### src/rtl/rf_ctx_xfer_pkg.sv
// Shared constants and FSM state type for the register-file context save/restore engine.
package rf_ctx_xfer_pkg;
  localparam int NREG = 16;
  localparam int AW   = 4;
  localparam int DW   = 17;

  typedef enum logic [2:0] {
    IDLE,
    SAVE,
    SAVE_DRAIN,
    RESTORE,
    FINISH
  } xfer_state_t;
endpackage

### src/rtl/rf_skid_buf.sv
// Two-entry first-word-fall-through buffer: an arriving word passes straight through when empty and ready.
// Zero-cycle latency on bypass; in_rdy_o drops only when both entries are held.
module rf_skid_buf #(
  parameter int DW = rf_ctx_xfer_pkg::DW
) (
  input  logic          clk_i,
  input  logic          rst_ni,
  input  logic          in_vld_i,
  input  logic [DW-1:0] in_dat_i,
  output logic          in_rdy_o,
  output logic          out_vld_o,
  output logic [DW-1:0] out_dat_o,
  input  logic          out_rdy_i,
  output logic [1:0]    level_o
);
  logic [DW-1:0] mem_q [2];
  logic          rd_q;
  logic          wr_q;
  logic [1:0]    cnt_q;
  logic          empty;
  logic          push;
  logic          pop;

  assign empty     = (cnt_q == 2'd0);
  assign in_rdy_o  = (cnt_q != 2'd2);
  assign out_vld_o = !empty || in_vld_i;
  assign out_dat_o = !empty ? mem_q[rd_q] : (in_vld_i ? in_dat_i : '0);
  assign level_o   = cnt_q;
  // A word only needs storing if it cannot leave in the cycle it arrives.
  assign push      = in_vld_i && in_rdy_o && !(empty && out_rdy_i);
  assign pop       = !empty && out_rdy_i;

  always_ff @(posedge clk_i) begin
    if (!rst_ni) begin
      mem_q[0] <= '0;
      mem_q[1] <= '0;
      rd_q     <= 1'b0;
      wr_q     <= 1'b0;
      cnt_q    <= 2'd0;
    end else begin
      if (push) begin
        mem_q[wr_q] <= in_dat_i;
        wr_q        <= ~wr_q;
      end
      if (pop) rd_q <= ~rd_q;
      cnt_q <= cnt_q + {1'b0, push} - {1'b0, pop};
    end
  end
endmodule

### src/rtl/rf_ctx_xfer.sv
// Streams registers 1..NREG-1 out of (save) or into (restore) a register file with a 1-cycle read port.
// First saved word 2 cycles after save_req; reads are throttled so the skid buffer never overflows.
module rf_ctx_xfer #(
  parameter int NREG = rf_ctx_xfer_pkg::NREG,
  parameter int AW   = rf_ctx_xfer_pkg::AW,
  parameter int DW   = rf_ctx_xfer_pkg::DW
) (
  input  logic          clk,
  input  logic          rst_n,
  input  logic          save_req,
  input  logic          restore_req,
  output logic          busy,
  output logic          done,
  output logic [AW-1:0] rf_raddr,
  input  logic [DW-1:0] rf_rdata,
  output logic [AW-1:0] rf_waddr,
  output logic [DW-1:0] rf_wdata,
  output logic          rf_we,
  output logic [DW-1:0] out_data,
  output logic          out_valid,
  input  logic          out_ready,
  input  logic [DW-1:0] in_data,
  input  logic          in_valid,
  output logic          in_ready
);
  import rf_ctx_xfer_pkg::*;

  localparam logic [AW:0] LAST_R = (AW+1)'(NREG - 1);
  localparam logic [AW:0] LAST_W = (AW+1)'(NREG - 2);

  xfer_state_t   state_q, state_d;
  logic [AW:0]   raddr_q, raddr_d;
  logic [AW:0]   waddr_q, waddr_d;
  logic [DW-1:0] wdata_q, wdata_d;
  logic          we_q, we_d;
  logic          pend_q, pend_d;

  logic [1:0]    level;
  logic          skid_in_rdy;
  logic          issue;
  logic          in_fire;
  logic          out_fire;
  logic          drained;

  rf_skid_buf #(.DW(DW)) u_skid (
    .clk_i     (clk),
    .rst_ni    (rst_n),
    .in_vld_i  (pend_q),
    .in_dat_i  (rf_rdata),
    .in_rdy_o  (skid_in_rdy),
    .out_vld_o (out_valid),
    .out_dat_o (out_data),
    .out_rdy_i (out_ready),
    .level_o   (level)
  );

  // Words held plus the word in flight from the memory must leave room for one more.
  assign issue    = (state_q == SAVE) && skid_in_rdy &&
                    ((level == 2'd0) || ((level == 2'd1) && !pend_q));
  assign in_fire  = in_valid && in_ready;
  assign out_fire = out_valid && out_ready;
  assign drained  = ({1'b0, level} + {2'b00, pend_q}) == {2'b00, out_fire};

  assign in_ready = (state_q == RESTORE);
  assign busy     = (state_q == SAVE) || (state_q == SAVE_DRAIN) || (state_q == RESTORE);
  assign done     = (state_q == FINISH);
  assign rf_raddr = raddr_q[AW-1:0];
  assign rf_waddr = waddr_q[AW-1:0];
  assign rf_wdata = wdata_q;
  assign rf_we    = we_q;

  always_comb begin
    state_d = state_q;
    raddr_d = raddr_q;
    waddr_d = waddr_q;
    wdata_d = wdata_q;
    we_d    = 1'b0;
    pend_d  = issue;
    case (state_q)
      IDLE: begin
        if (save_req) begin
          state_d = SAVE;
          raddr_d = (AW+1)'(1);
        end else if (restore_req) begin
          state_d = RESTORE;
          waddr_d = '0;
        end
      end
      SAVE: begin
        if (issue) begin
          raddr_d = raddr_q + 1'b1;
          if (raddr_q == LAST_R) state_d = SAVE_DRAIN;
        end
      end
      SAVE_DRAIN: if (drained) state_d = FINISH;
      RESTORE: begin
        if (in_fire) begin
          we_d    = 1'b1;
          wdata_d = in_data;
          waddr_d = waddr_q + 1'b1;
          if (waddr_q == LAST_W) state_d = FINISH;
        end
      end
      FINISH:  state_d = IDLE;
      default: state_d = IDLE;
    endcase
  end

  always_ff @(posedge clk) begin
    if (!rst_n) begin
      state_q <= IDLE;
      raddr_q <= '0;
      waddr_q <= '0;
      wdata_q <= '0;
      we_q    <= 1'b0;
      pend_q  <= 1'b0;
    end else begin
      state_q <= state_d;
      raddr_q <= raddr_d;
      waddr_q <= waddr_d;
      wdata_q <= wdata_d;
      we_q    <= we_d;
      pend_q  <= pend_d;
    end
  end
endmodule

### config.mk
export PLATFORM = sky130hd
export DESIGN_NAME = rf_ctx_xfer
export DESIGN_NICKNAME = d
export VERILOG_FILES = /design/src/rtl/rf_ctx_xfer_pkg.sv /design/src/rtl/rf_skid_buf.sv /design/src/rtl/rf_ctx_xfer.sv
export SDC_FILE = /design/constraint.sdc
export NUM_CORES = 1
export LEC_CHECK = 0
export ABC_AREA = 1
export CAP_MARGIN = 25
export CORE_ASPECT_RATIO = 0.8
export CORE_MARGIN = 3
export CORE_UTILIZATION = 30
export CTS_BUF_LIST = sky130_fd_sc_hd__clkbuf_8
export DETAILED_ROUTE_END_ITERATION = 10
export HOLD_SLACK_MARGIN = 0.15
export SLEW_MARGIN = 20
export SYNTH_ARGS = -nofsm -noshare
export SYNTH_HDL_FRONTEND = slang
export SYNTH_SLANG_ARGS = --single-unit
### constraint.sdc
create_clock -name clk -period 1.7 [get_ports clk]
set_input_delay 0.17 -clock clk [delete_from_list [all_inputs] [get_ports clk]]
set_output_delay 0.17 -clock clk [all_outputs]
set_load 0.02 [all_outputs]
==> results_dict.tcl <==
set metrics [dict create \
    status "finished, final reports clean" \
    vdd_drop_max_uv 481 \
    crit_fanout 6 \
    drtIter0Drc 158 \
    antenna_cells 0 \
    yosysWarnings 0 \
    nNetsFinal 533 \
    setup_viol 0 \
    postCtsHoldBufs 0 \
    finish.utilization 0.448 \
    ant_nets 0 \
    synthArstFlopShare 0 \
    numClockSinks 71 \
    num_io_pins 87 \
    seqPwrFrac 0.351 \
    start_util 0.314 \
    synth_edf_count 34 \
    p_comb_frac 0.370 \
    cpMaxStageDelayCell "clkdlybuf4s50_1" \
    max_stage_delay_ps 650 \
    wl_um 8140 \
    maxCapViolCount 0 \
    post-route-period-util 0.952 \
    crit_path_end_kind "output port" \
    post-route-cell-area_um2 4680 \
    worstPathCellList "clkdlybuf4s50_1" \
    yosysTopAreaCell "edfxtp_1" \
    drcViolationCount 0 \
    p_sw_mw 2.06 \
    synth.distinct_cells 24 \
    timing.hold.ws_ps 393 \
    fp.dieW_um 123 \
    cts.clk_slew.worst_paths_ps 80 \
    hold_viol 0 \
    grt_pass1_wl_um 13400 \
    netlist.area_leader.share 0.312 \
    crit_buf_inv 1 \
    netSwitchingFraction 0.349 \
    worstPathArrival_ps 1450 \
    area_growth_pct 42.9 \
    root_buffer "clkbuf_8" \
    grt_max_degree 21 \
    rsz0062_at_grt "true" \
    synthMostInstantiatedCell "nor2_1" \
    p_leak_nw 2.07 \
    rr_worst_depth 9 \
    cp-start-kind "flip-flop" \
    die_area_um2 12200 \
    cp_top_family "buffers and inverters" \
    vias 2858 \
    antenna_found_initial 0 \
    relSlewSlack 0.758 \
    cellPowerDensity_nw_per_um2 1260 \
    fin_crit_ps 1620 \
    clock_path_buffers 2 \
    cts_buffers 9 \
    via_per_inst 4.54 \
    hp-class "input port to flip-flop" \
    path_depth 1 \
    report.final.slew_viol_count 0 \
    ys_ff_latch 71 \
    cts_setup_buffers 0 \
    port_buffers 86 \
    min_path_cells 3 \
    gr-total-overflow 0 \
    clock_skew_ps 9.38 \
    synth_nets 432 \
    syn_inst 384 \
    die_height_um 99.5 \
    cp.required_ps 1530 \
    insertion_delay_ps 350 \
    gp_congestion 0.811 \
    wire_per_inst_um 12.9 \
    worst_pin_slew_ps 363 \
    grt_usage 0.139 \
    grt_pass1_vias 2819 \
    core_area_um2 10400 \
    postSynthAreaPerCell_um2 8.53 \
    synth_area_leaders "edfxtp_1 (31%), dfxtp_1 (23%), nor2_1 (14%), inv_1 (4.9%), o32ai_1 (4.5%)" \
    placed_area_um2 4450 \
    setup.worst_path.class "flip-flop to output port" \
    ys_seq_area_frac 0.538 \
    drive_gt1_frac 0.159 \
    num_rows 33 \
    netlist_area_um2 3280 \
    yosys-top-cells-count "nor2_1 (118), inv_1 (43), dfxtp_1 (37), edfxtp_1 (34), nand2_1 (32)" \
    first_pass_iters 4 \
    p_int_mw 3.84 \
    ys_dominant_reg_cell "dfxtp_1" \
    timing.fmax_mhz 618 \
    clock_power_share 0.279 \
    nFillCells 1035 \
    cts.htree.levels 3 \
    dpl.hpwl_um 5740 \
    cts_tree "built" \
]
[per-stage QoR]
stage	TNS, ps	power, mW	std cells	setup WS, ps
3_3_place_gp	-274	4.34	614	-108
3_5_place_dp	-430	4.38	614	-166
5_1_grt	-59.6	6.27	630	-59.6
2_1_floorplan	0	3.34	384	45.1
4_1_cts	0	5.94	630	3.50
6_report	0	5.90	630	82.3
[layout make-up]
| class | instances | area [µm²] | area share |
|---|---|---|---|
| Clock buffer | 9 | 124 | 0.0265 |
| Multi-Input combinational cell | 245 | 1270 | 0.272 |
| Sequential cell | 71 | 1770 | 0.377 |
| Inverter | 46 | 174 | 0.0371 |
| Tap cell | 140 | 175 | 0.0374 |
| Clock inverter | 7 | 121 | 0.0259 |
| Timing Repair Buffer | 112 | 1050 | 0.224 |
[placed cells by master (no fill, tap or decap), types with 5 or more instances in the layout]
master	instances
nor2_1	118
clkdlybuf4s50_1	65
inv_1	43
dfxtp_1	34
edfxtp_1	34
nand2_1	30
o21ai_0	25
buf_4	20
buf_2	16
nand3_1	15
a21oi_1	12
o32ai_1	11
clkbuf_8	9
ha_1	8
buf_12	6
o32ai_2	5
nor3_1	5
[logic make-up (layout without fill, tap and decap cells)]
logic type               after synthesis  count (layout)  synth area share
XOR/XNOR                               5               5            0.0134
AO/OA/AOI/OAI                         56              56             0.106
buffers and inverters                 68             174            0.0932
adder cells (fa/ha/maj)                8               8            0.0306
flip-flops                            71              71             0.538
AND/OR/NAND/NOR                      176             176             0.219
[worst paths after layout]
| kind | start | end | slack, ps |
|---|---|---|---|
| max | waddr_q[2]$_SDFFE_PN0P_ | rf_waddr[2] | 80 |
| min | in_data[1] | rf_wdata[1]$_SDFFE_PN0P_ | 390 |
| max reg2reg | u_skid.level_o[1]$_SDFF_PN0_ | u_skid.level_o[1]$_SDFF_PN0_ | 110 |
| min reg2reg | u_skid.rd_q$_SDFFE_PN0P_ | flip-flop | 440 |
[power by group through the flow]
stage | clock (mW) | sequential, mW | combinational (mW)
global placement | 0 | 2.10 | 2.25
detailed placement | 0 | 2.10 | 2.28
global route | 1.79 | 2.09 | 2.39
finish | 1.65 | 2.07 | 2.18
floorplan | 0 | 2.14 | 1.20
CTS | 1.70 | 2.07 | 2.17
[sequential cells by signal, indices dropped and copies added (netlist names), named ones only]
name            cells
pend_q              1
raddr_q             5
rf_wdata           17
rf_we               1
state_q             3
u_skid.level_o      2
u_skid.mem_q       34
u_skid.rd_q         1
u_skid.wr_q         1
waddr_q             5
[metal layers]
layer / part of all wire / vias to the layer above / GRT usage
met5: 0 / - / 0
met4: 0.0077 / 0 / 0.0465
met1: 0.45 / 1308 / 0.171
met2: 0.44 / 92 / 0.215
met3: 0.098 / 8 / 0.0648
li1: - / 1450 / -
[repair_timing]
| action | in CTS | in global routing |
|---|---|---|
| gates cloned | 0 | 0 |
| pin swaps | 0 | 0 |
| gates resized for setup | 94 | 9 |
| setup endpoints to repair | 21 | 15 |
No activity file was read; power rests on OpenSTA's default activity.
